==> src/rtl/regfile_wr_arbiter_pkg.sv <==
// Shared constants and payload types for the register-file write-port arbiter.
package regfile_pkg;

   localparam int unsigned DATA_W   = 64;
   localparam int unsigned ADDR_W   = 5;
   localparam int unsigned NREG     = 32;
   localparam int unsigned ZERO_REG = 31;

   typedef logic [ADDR_W-1:0] reg_idx_t;

   typedef struct packed {
      logic              valid;
      reg_idx_t          addr;
      logic [DATA_W-1:0] data;
   } wr_req_t;

   // Which requester wins the next contended cycle.
   typedef enum logic {
      PTR_REQ0 = 1'b0,
      PTR_REQ1 = 1'b1
   } arb_ptr_e;

endpackage : regfile_pkg

==> src/rtl/regfile_wr_arbiter_rr_arb2.sv <==
// Two-way round-robin grant with a priority pointer that only moves on contention.
module rr_arb2
   import regfile_pkg::*;
(
   input  logic       clk,
   input  logic       reset,
   input  logic [1:0] req_i,
   input  logic       hold_i,
   output logic [1:0] gnt_o
);

   arb_ptr_e ptr_q, ptr_d;

   always_ff @(posedge clk or posedge reset) begin
      if (reset) begin
         ptr_q <= PTR_REQ0;
      end else begin
         ptr_q <= ptr_d;
      end
   end

   // Grants are suppressed during reset so ready reads low while reset is held.
   always_comb begin
      ptr_d = ptr_q;
      gnt_o = 2'b00;
      if (!reset && !hold_i) begin
         if (req_i == 2'b11) begin
            if (ptr_q == PTR_REQ0) begin
               gnt_o = 2'b01;
               ptr_d = PTR_REQ1;
            end else begin
               gnt_o = 2'b10;
               ptr_d = PTR_REQ0;
            end
         end else begin
            gnt_o = req_i;
         end
      end
   end

endmodule : rr_arb2

==> src/rtl/regfile_wr_arbiter.sv <==
// Shares the register-file write port between ALU and load writeback, with a
// pending-write scoreboard that flags read-after-write hazards for decode.
module regfile_wr_arbiter
   import regfile_pkg::*;
(
   input  logic              clk,
   input  logic              reset,
   input  logic              req0_valid,
   input  logic [ADDR_W-1:0] req0_addr,
   input  logic [DATA_W-1:0] req0_data,
   output logic              req0_ready,
   input  logic              req1_valid,
   input  logic [ADDR_W-1:0] req1_addr,
   input  logic [DATA_W-1:0] req1_data,
   output logic              req1_ready,
   input  logic              wr_stall,
   output logic              we3,
   output logic [ADDR_W-1:0] wa3,
   output logic [DATA_W-1:0] wd3,
   input  logic [ADDR_W-1:0] ra1,
   input  logic [ADDR_W-1:0] ra2,
   output logic              rd1_hazard,
   output logic              rd2_hazard
);

   localparam reg_idx_t ZERO_IDX = reg_idx_t'(ZERO_REG);

   wr_req_t           req0_s, req1_s, win_s;
   logic [1:0]        gnt;
   logic              win_fire;
   logic              win_real;

   logic              we3_q, we3_d;
   reg_idx_t          wa3_q, wa3_d;
   logic [DATA_W-1:0] wd3_q, wd3_d;
   logic [NREG-1:0]   pending_q, pending_d;

   assign req0_s = '{valid: req0_valid, addr: req0_addr, data: req0_data};
   assign req1_s = '{valid: req1_valid, addr: req1_addr, data: req1_data};

   rr_arb2 u_arb (
      .clk    (clk),
      .reset  (reset),
      .req_i  ({req1_valid, req0_valid}),
      .hold_i (wr_stall),
      .gnt_o  (gnt)
   );

   assign req0_ready = gnt[0];
   assign req1_ready = gnt[1];

   assign win_s    = gnt[1] ? req1_s : req0_s;
   assign win_fire = (|gnt) & win_s.valid;
   assign win_real = win_fire & (win_s.addr != ZERO_IDX);

   always_ff @(posedge clk or posedge reset) begin
      if (reset) begin
         we3_q     <= 1'b0;
         wa3_q     <= '0;
         wd3_q     <= '0;
         pending_q <= '0;
      end else begin
         we3_q     <= we3_d;
         wa3_q     <= wa3_d;
         wd3_q     <= wd3_d;
         pending_q <= pending_d;
      end
   end

   // Write-port register: capture on grant, hold everything through a stall.
   always_comb begin
      we3_d = 1'b0;
      wa3_d = wa3_q;
      wd3_d = wd3_q;
      if (wr_stall) begin
         we3_d = we3_q;
      end else if (win_fire) begin
         we3_d = win_real;
         wa3_d = win_s.addr;
         wd3_d = win_s.data;
      end
   end

   // Clear applied before set so a back-to-back write to one register stays pending.
   always_comb begin
      pending_d = pending_q;
      if (we3_q && !wr_stall) begin
         pending_d[wa3_q] = 1'b0;
      end
      if (win_real) begin
         pending_d[win_s.addr] = 1'b1;
      end
   end

   assign we3        = we3_q;
   assign wa3        = wa3_q;
   assign wd3        = wd3_q;
   assign rd1_hazard = pending_q[ra1] & (ra1 != ZERO_IDX);
   assign rd2_hazard = pending_q[ra2] & (ra2 != ZERO_IDX);

endmodule : regfile_wr_arbiter
==> config.mk <==
export PLATFORM = sky130hd
export DESIGN_NAME = regfile_wr_arbiter
export DESIGN_NICKNAME = d
export VERILOG_FILES = /design/src/rtl/regfile_wr_arbiter_pkg.sv /design/src/rtl/regfile_wr_arbiter_rr_arb2.sv /design/src/rtl/regfile_wr_arbiter.sv
export SDC_FILE = /design/constraint.sdc
export NUM_CORES = 1
export LEC_CHECK = 0
export ABC_AREA = 1
export BUFFER_PORTS_ARGS = -buffer_cell sky130_fd_sc_hd__buf_2
export CAP_MARGIN = 40
export CORE_MARGIN = 2
export CORE_UTILIZATION = 45
export DETAILED_ROUTE_END_ITERATION = 6
export GPL_ROUTABILITY_DRIVEN = 1
export HOLD_SLACK_MARGIN = 0.15
export PLACE_DENSITY = 0.73
export SLEW_MARGIN = 20
export SYNTH_ARGS = -nofsm -noshare
export SYNTH_HDL_FRONTEND = slang
export SYNTH_SLANG_ARGS = --single-unit
==> constraint.sdc <==
create_clock -name clk -period 3.8 [get_ports clk]
set_input_delay 0.57 -clock clk [delete_from_list [all_inputs] [get_ports clk]]
set_output_delay 0.57 -clock clk [all_outputs]
set_load 0.05 [all_outputs]
==> metrics, run 1 <==
WP data required approximately 3.2 ns; Post-Route Setup TNS 0 ns; Finished Cell Area 0.00701 mm^2; Synth Area in Compound Gates 21.2%; final core utilization 58.4%; clock sink count around 100; GRT overflow 0; final WL between 15,000 and 20,000 um; crit end category output pin; DR WL/cell 15.5 um; clk_lat worst skew around 0.35 ns; Placement Setup Slack roughly 1.2 ns; Die Wd between 100 and 150 um; CTS Buf Count 9; post-layout min period around 2.6 ns; post-synthesis mux area share 0%; first-pass GRT wire length ~27,000 um; max-cap violation count 0; reg2reg setup slack about 1.5 ns; cell taking the most area after synthesis dfrtp_1; Post-Synthesis Cells about 740; Hold Path Class input pin to asynchronous set/reset pin; Seq/Total Area, Yosys 46.7%; part of the cycle the worst path needs 69.3%; Placed Area roughly 0.0067 mm^2; crit path DAT between 2 and 2.5 ns; logic gate share of total power between 40% and 50%; core area 0.0120 mm^2; postcts setup bufs 0; Layout Nets between 1,000 and 1,500; Total Routing Usage GR 25.6%; Port Buffer Count about 230; vias in the first global route 5,187; area grow syn2layout 27.0%; synth top area cells dfrtp_1 (47%), nand2_1 (11%), o21ai_0 (8.9%); htree depth 3; fillers approximately 1,200; GPL Wtd Cong about 0.90; DRT antenna net count 0; pin count of the biggest net entering global routing 76; worst-path cell chain inv_1 > nand2_2 > nand3_4 > inv_2 > buf_4 > buf_2; static leakage about 3.7 nW; Switching Fraction around 47%; Syn Nets 891; R2R Path Start u_arb.ptr_q; die footprint approximately 0.013 mm^2; max-slew violation count 0; WHS around 0.34 ns; DR iter-0 viols between 400 and 500; final worst setup slack 1.17 ns; RSZ-0062 raised after global routing no; Final HPWL DP 12,500 um; Via-to-Cell Ratio 5.27; Die Y 115 um; most numerous cell in the Yosys netlist nand2_1; Post-Synth XOR/XNOR Area less than 1%; EDFF count, synth 0; yosys warns 0; synthesized area approximately 0.0055 mm^2; number of gates resized after cts 0; adder-cell share of the synthesized area 0%; CTS Hold Bufs 0; actual slew at the worst max-slew pin ~0.8 ns; Async SR Flop Fraction 100%; Worst-path clk slew around 0.070 ns; max incr delay on CP 0.54 ns; post-route DRC violation count 0; #FFs+latches synth roughly 100; CP Class flop to output pin; Max Freq between 0.3 and 0.4 GHz; Reg2Reg Depth 11; top_reg_cell synth dfrtp_1; Final Skew roughly 0.007 ns; status complete, no violations; Max Buffers Root-to-Sink 2; layout cell share with drive strength beyond 1 between 20% and 30%; CTS tree built; Vias about 5,800; first-pass iteration count of the detailed router 5; largest family of logic cells by synthesized area simple AND/OR/NAND/NOR gates; reg-to-reg endpoint pending_q[22]; initial antenna violation count 0; # diodes 0; I/O pin count 227; post-synth top area share roughly 47%; Final Setup Violations 0; clock power share roughly 21%; row cnt 40; syn avg cell area roughly 7.5 um^2; synth cell count leaders nand2_1 (166), dfrtp_1 (103), o21ai_0 (98); Max-slew headroom 45.5%; Power Internal 2.57 mW; CTS Root Cell clkbuf_16; net switching power roughly 2.3 mW; Synth cell types 28; Simple-Gate Fraction of Synth Area between 20% and 30%; CP Launch Type flop; power per cell area between 600 and 700 mW/mm^2; CP max FO 66; Initial Util between 40% and 50%; slowest CP cell buf_4; final hold violations 0; VDD IR max 0.364 mV; Seq pwr share a little over a third
[state kept, by name, indices dropped and copies added, names as in the netlist]
register and cells:
wd3 64, pending_q 32, wa3 5, u_arb.ptr_q 1, we3 1
[metrics by stage]
step / cells / power (mW)
2_1_floorplan: 738 / 3.27
5_1_grt: 1093 / 5.13
3_5_place_dp: 1077 / 3.88
4_1_cts: 1093 / 4.89
6_report: 1093 / 4.87
3_3_place_gp: 1076 / 3.85
[kinds of logic (layout without fill, tap and decap cells)]
family	Yosys count	in the layout
AOI/OAI and AO/OA	222	222
xor gates and xnor gates	1	1
buffers and inverters	98	306
DFF	103	103
and+or+nand+nor	314	314
[layout make-up]
type | count | area, um^2 | share of cell area (%)
repair buffers | 233 | 1200 | 17.1
clock inverters | 7 | 96.3 | 1.37
inverters | 57 | 216 | 3.09
clock buffers | 9 | 225 | 3.21
flip-flops and latches | 103 | 2580 | 36.7
well taps | 147 | 184 | 2.62
multi-input cells | 537 | 2520 | 35.9
[cells in the final DEF (no fill, tap or decap), drive strengths merged]
cell type | netlist | final
a21oi | 74 | 74
a41oi | 1 | 1
buf | 32 | 233
bufinv | 0 | 2
clkbuf | 9 | 9
clkinv | 0 | 4
dfrtp | 103 | 103
inv | 57 | 58
nand2 | 168 | 168
nand3 | 45 | 45
nand4 | 13 | 13
nor2 | 86 | 86
nor3 | 1 | 1
o211ai | 16 | 16
o21ai | 131 | 131
or2 | 1 | 1
xor2 | 1 | 1
[worst max-delay path: cells and delay by family, from the launching register on]
| kind | cells | cell delay [ns] |
|---|---|---|
| buffers and inverters | 4 | 1.08 |
| AND/OR/NAND/NOR | 2 | 0.22 |
| flip-flops | 1 | 0.39 |
[per-layer routing]
| metal | wire (um) | global-route usage, % |
|---|---|---|
| met1 | 7220 | 35.8 |
| met2 | 8290 | 40.4 |
| met3 | 949 | 4.59 |
| met4 | 476 | 9.24 |
| met5 | 0 | 0 |
[power by group through the flow]
stage,clock [mW],combinational (mW),sequential (mW)
4_1_cts,1.02,2.15,1.73
5_1_grt,1.05,2.30,1.78
3_3_place_gp,0,2.12,1.73
2_1_floorplan,0,0.651,2.62
6_report,0.999,2.14,1.73
3_5_place_dp,0,2.15,1.74
[worst max-delay path by stage]
stage | start | end | slack (ns) | cells after the start
detailed placement | wr_stall | req1_ready | 1.18 | 6
CTS | u_arb.ptr_q | req1_ready | 1.15 | 6
floorplan | reset | pending_q[0] | 0.53 | 1
global route | u_arb.ptr_q | req1_ready | 1.03 | 6
finish | u_arb.ptr_q | req1_ready | 1.17 | 6
global placement | wr_stall | req1_ready | 1.19 | 6
(Power assumes the default switching activity.)
==> run 2, diff against run 1 <==
==> constraint.sdc (replaced) <==
create_clock -name clk -period 2.54 [get_ports clk]
set_input_delay 0.381 -clock clk [delete_from_list [all_inputs] [get_ports clk]]
set_output_delay 0.381 -clock clk [all_outputs]
set_load 0.05 [all_outputs]
==> metrics, run 2 (same netlist as run 1, synthesis figures left out) <==
post-route DRC violation count 0; R2R Path Start u_arb.ptr_q; max-cap violation count 0; CTS Hold Bufs 0; clock sink count 103; fillers ~1,200; DR iter-0 viols 380; GRT overflow 0; number of gates resized after cts 0; row cnt 40; die footprint around 0.013 mm^2; CP Launch Type input pin; WP data required about 2.2 ns; postcts setup bufs 0; power per cell area 1030 mW/mm^2; static leakage approximately 3.7 nW; layout cell share with drive strength beyond 1 between 20% and 30%; core area around 0.012 mm^2; CP max FO 33; part of the cycle the worst path needs 80.2%; met3 Usage GRT under 10%; Final HPWL DP ~13,000 um; Hold Path Class input pin to asynchronous set/reset pin; crit path DAT between 1.5 and 2 ns; Power Internal roughly 3.8 mW; net switching power between 3 and 4 mW; clock power share between 20% and 30%; clk_lat worst skew between 0.3 and 0.4 ns; CP Class input pin to output pin; Initial Util 46.0%; VDD IR max 0.685 mV; Total Routing Usage GR a little over a quarter; most frequent cells in the layout buf_2 (226), nand2_1 (166), dfrtp_1 (103), o21ai_0 (98), nor2_1 (83); DRT antenna net count 0; Worst-path clk slew approximately 0.070 ns; Final Skew about 0.009 ns; placed insts approximately 1,100; CTS Root Cell clkbuf_16; Max-slew headroom between 50 and 60%; Layout Cells excl Fill roughly 1,100; GPL Wtd Cong roughly 0.84; met2 Use GR 42.7%; RSZ-0062 raised after global routing no; Placed Area roughly 0.0067 mm^2; CTS tree built; Post-Route Setup TNS 0 ns; first-pass GRT wire length ~27,000 um; Layout Nets 1,095; first-pass iteration count of the detailed router 4; logic gate share of total power ~44%; Final Setup Violations 0; Die Wd 115 um; overall power 7.24 mW; max reg flops 64; Port Buffer Count 226; pin count of the biggest net entering global routing ~100; post-layout min period ~2 ns; WHS roughly 0.20 ns; CTS Buf Count 9; actual slew at the worst max-slew pin around 0.7 ns; # diodes 0; final hold violations 0; status complete, no violations; max-slew violation count 0; Finished Cell Area 0.00703 mm^2; GR peak layer met2; Vias around 5,700; Seq pwr share between 30% and 40%; DR WL/cell between 15 and 20 um; crit path from ra1[0]; Via-to-Cell Ratio roughly 5.3; area grow syn2layout 27.2%; Die Y between 100 and 150 um; M1 GR Usage approximately 35%; Multi-input gate area around 0.0025 mm^2; initial antenna violation count 1; commonest non-fill, non-tap cell in the layout buf_2; Max Buffers Root-to-Sink 2; FF+latch area ~0.0026 mm^2; htree depth 3; crit end category output pin; final WL about 17,000 um; I/O pin count between 200 and 250; vias in the first global route between 5,000 and 6,000; Max Freq roughly 0.5 GHz; Switching Fraction slightly below 50%
==> run 2: cell types whose count changed in the layout (fill, tap and decap cells not counted) <==
| cell | before | now |
|---|---|---|
| clkinvlp_4 | 0 | 1 |
| clkinv_4 | 2 | 1 |
| clkinv_2 | 2 | 0 |
| buf_12 | 1 | 2 |
| inv_4 | 1 | 0 |
| bufinv_16 | 2 | 1 |
| inv_8 | 0 | 2 |
| inv_6 | 1 | 3 |
==> run 2: metrics by stage <==
step | utilization, % | setup WS (ns)
after floorplan | - | 0.617
after global placement | 55.9 | 0.510
after detailed placement | 55.9 | 0.478
after CTS | 58.5 | 0.480
after global routing | 58.5 | 0.262
final | 58.5 | 0.504
==> run 2: power by group through the flow <==
stage | registers, mW | logic (mW) | clock network [mW]
global route | 2.64 | 3.45 | 1.55
global placement | 2.59 | 3.18 | 0
detailed placement | 2.58 | 3.22 | 0
floorplan | 3.92 | 0.970 | 0
finish | 2.57 | 3.21 | 1.47
CTS | 2.57 | 3.21 | 1.48
==> run 2: path summary, 6_finish.rpt <==
kind	to	slack, ns	depth (start not counted)
setup / recovery	rd1_hazard	0.50	12
hold / removal	wa3[0]	0.20	3
setup reg to reg	wd3[21]	0.60	9
hold reg to reg	wd3[56]	0.48	2
max in group asynchronous	pending_q[1]	1.90	3
min in group clk	wd3[17]	0.29	3
==> run 2: critical path: stages <==
cell	delay, ns
buf_2	0.41
nand2_1	0.09
o21ai_0	0.08
nand2_1	0.06
nand2_1	0.07
nand2_1	0.05
nand2_1	0.05
inv_1	0.03
nand2_1	0.05
nand3_1	0.06
nand2_1	0.05
buf_2	0.25
==> run 2: cell type report <==
cell class | count | area share [%]
tap | 147 | 2.62
clock inverter | 7 | 1.25
multi-input combinational | 537 | 35.8
sequential | 103 | 36.7
inverter | 57 | 3.10
clock buffer | 9 | 3.21
timing repair buffer | 234 | 17.3
==> run 2: routing by layer <==
| metal | vias to the layer above | share of wire, % |
|---|---|---|
| met5 | - | 0 |
| met4 | 0 | 2.0 |
| met3 | 24 | 6.6 |
| met2 | 201 | 49 |
| met1 | 2649 | 43 |
| li1 | 2870 | - |
==> run 3, diff against run 2 <==
==> constraint.sdc (replaced) <==
create_clock -name clk -period 2.05 [get_ports clk]
set_input_delay 0.3075 -clock clk [delete_from_list [all_inputs] [get_ports clk]]
set_output_delay 0.3075 -clock clk [all_outputs]
set_load 0.05 [all_outputs]
==> metrics, run 3 (same netlist as run 1, synthesis figures left out) <==
status complete, no violations; Final Skew 0.00772 ns; worst hold start req1_data[18]; final hold violations 0; CP Launch Type flop; vias in the first global route ~5,500; reg2reg setup slack roughly 0.21 ns; CTS tree built; cell family with most CP delay buffers and inverters; R2R Path Start u_arb.ptr_q; Hold EP wd3[18]; Placement Setup Slack 0.201 ns; die footprint between 0.01 and 0.015 mm^2; actual slew at the worst max-slew pin 0.684 ns; Initial Util a little under half; row cnt 40; GRT overflow 0; CP max FO 31; DRT antenna net count 0; CTS Root Cell clkbuf_16; overall power 8.79 mW; clock power share between 15 and 20%; Max Buffers Root-to-Sink 2; Final Setup Violations 0; net switching power around 4.2 mW; GPL Wtd Cong 0.917; area grow syn2layout 28.2%; commonest non-fill, non-tap cell in the layout buf_2; Hold Path Class input pin to flop; post-layout min period between 1.5 and 2 ns; WP data required 1.74 ns; first-pass iteration count of the detailed router 5; RSZ-0062 raised after global routing no; CTS Buf Count 9; Reg2Reg Depth 9; I/O pin count ~230; logic gate share of total power a little under half; Final HPWL DP 12,800 um; WHS 0.228 ns; Switching Fraction 48.0%; DR iter-0 viols 476; final WL between 15,000 and 20,000 um; static leakage between 3 and 4 nW; htree depth 3; clock sink count about 100; core area between 0.01 and 0.015 mm^2; Port Buffer Count roughly 230; first-pass GRT wire length approximately 28,000 um; final worst setup slack between 0.1 and 0.15 ns; pin count of the biggest net entering global routing 65; clk_lat worst skew ~0.34 ns; Max-slew headroom between 50% and 60%; Total Routing Usage GR 26.5%; Max Freq 0.517 GHz; max-cap violation count 0; crit path DAT 1.63 ns; post-route DRC violation count 0; layout cell share with drive strength beyond 1 ~28%; Post-Route Setup TNS 0 ns; Layout Nets ~1,100; most frequent cells in the layout buf_2 (224), nand2_1 (166), dfrtp_1 (103), o21ai_0 (98), nor2_1 (83); max reg flops between 60 and 70; max incr delay on CP between 0.3 and 0.4 ns; final core utilization 58.9%; hold path depth 3; reg-to-reg endpoint wd3[47]; Via-to-Cell Ratio about 5.3; slowest CP cell dfrtp_1; Worst-path clk slew 0.07 ns; Vias 5,844; initial antenna violation count 2; crit end category output pin; worst-path cell chain inv_1 > nand2_2 > nand3_4 > inv_2 > buf_12 > buf_4; VDD IR max 0.853 mV; postcts setup bufs 0; power per cell area approximately 1200 mW/mm^2; CP Class flop to output pin; Seq pwr share a little over a third; Die Y 115 um; part of the cycle the worst path needs between 90% and 100%; Power Internal 4.57 mW; Die Wd roughly 110 um; crit path buf inv count 4; max-slew violation count 0; DR WL/cell 15.6 um
==> run 3: changes by cell type in the layout (fill, tap and decap cells not counted), sizes merged <==
cell	change
clkbuf	+6
buf	+6
bufinv	-1
diode	+1
dlygate4sd3	+1
inv	-5
clkinvlp	+1
==> run 3: power groups by stage <==
stage	sequential, mW	combinational, mW	clock (mW)
after detailed placement	3.21	4.02	0
after CTS	3.19	4.02	1.61
after floorplan	4.86	1.21	0
after global routing	3.29	4.32	1.69
final	3.20	4.01	1.58
after global placement	3.21	3.97	0
==> run 3: worst max-delay path by stage <==
stage	from	endpoint	depth (start not counted)
6_report	u_arb.ptr_q	req1_ready	6
5_1_grt	u_arb.ptr_q	req1_ready	6
4_1_cts	u_arb.ptr_q	req1_ready	6
3_5_place_dp	wr_stall	wd3[34]	10
3_3_place_gp	ra2[0]	rd2_hazard	10
2_1_floorplan	ra1[0]	rd1_hazard	10
==> run 3: metrics by stage <==
step | cell area (um^2) | instances
2_1_floorplan | 5530 | 738
3_3_place_gp | 6780 | 1085
3_5_place_dp | 6780 | 1085
4_1_cts | 7070 | 1102
5_1_grt | 7080 | 1102
6_report | 7080 | 1103
==> run 3: worst min-delay path, cell delays in order <==
cell and delay (ns):
buf_2 0.07, nor2_1 0.04, o21ai_1 0.11
==> run 3: layer usage <==
| metal | global-route usage, % | wire (um) | vias to the layer above |
|---|---|---|---|
| met5 | 0 | 16 | - |
| met4 | 11.4 | 582 | 2 |
| met3 | 5.17 | 1100 | 41 |
| met2 | 43.0 | 8450 | 215 |
| met1 | 34.9 | 7110 | 2704 |
| li1 | - | - | 2882 |
==> run 3: final cells by class <==
class	instances	area [um^2]
Fill cell	1169	4930
Sequential cell	103	2580
Multi-Input combinational cell	537	2520
Timing Repair Buffer	242	1310
Clock buffer	14	254
Inverter	57	218
Tap cell	147	184
Clock inverter	2	16.3
Antenna cell	1	2.50
==> run 3: timing repair <==
item                       4_1_cts  5_1_grt
hold buffers                     1        0
setup endpoints to repair        1        2
resized for setup                2        3
hold endpoints to repair        54        0
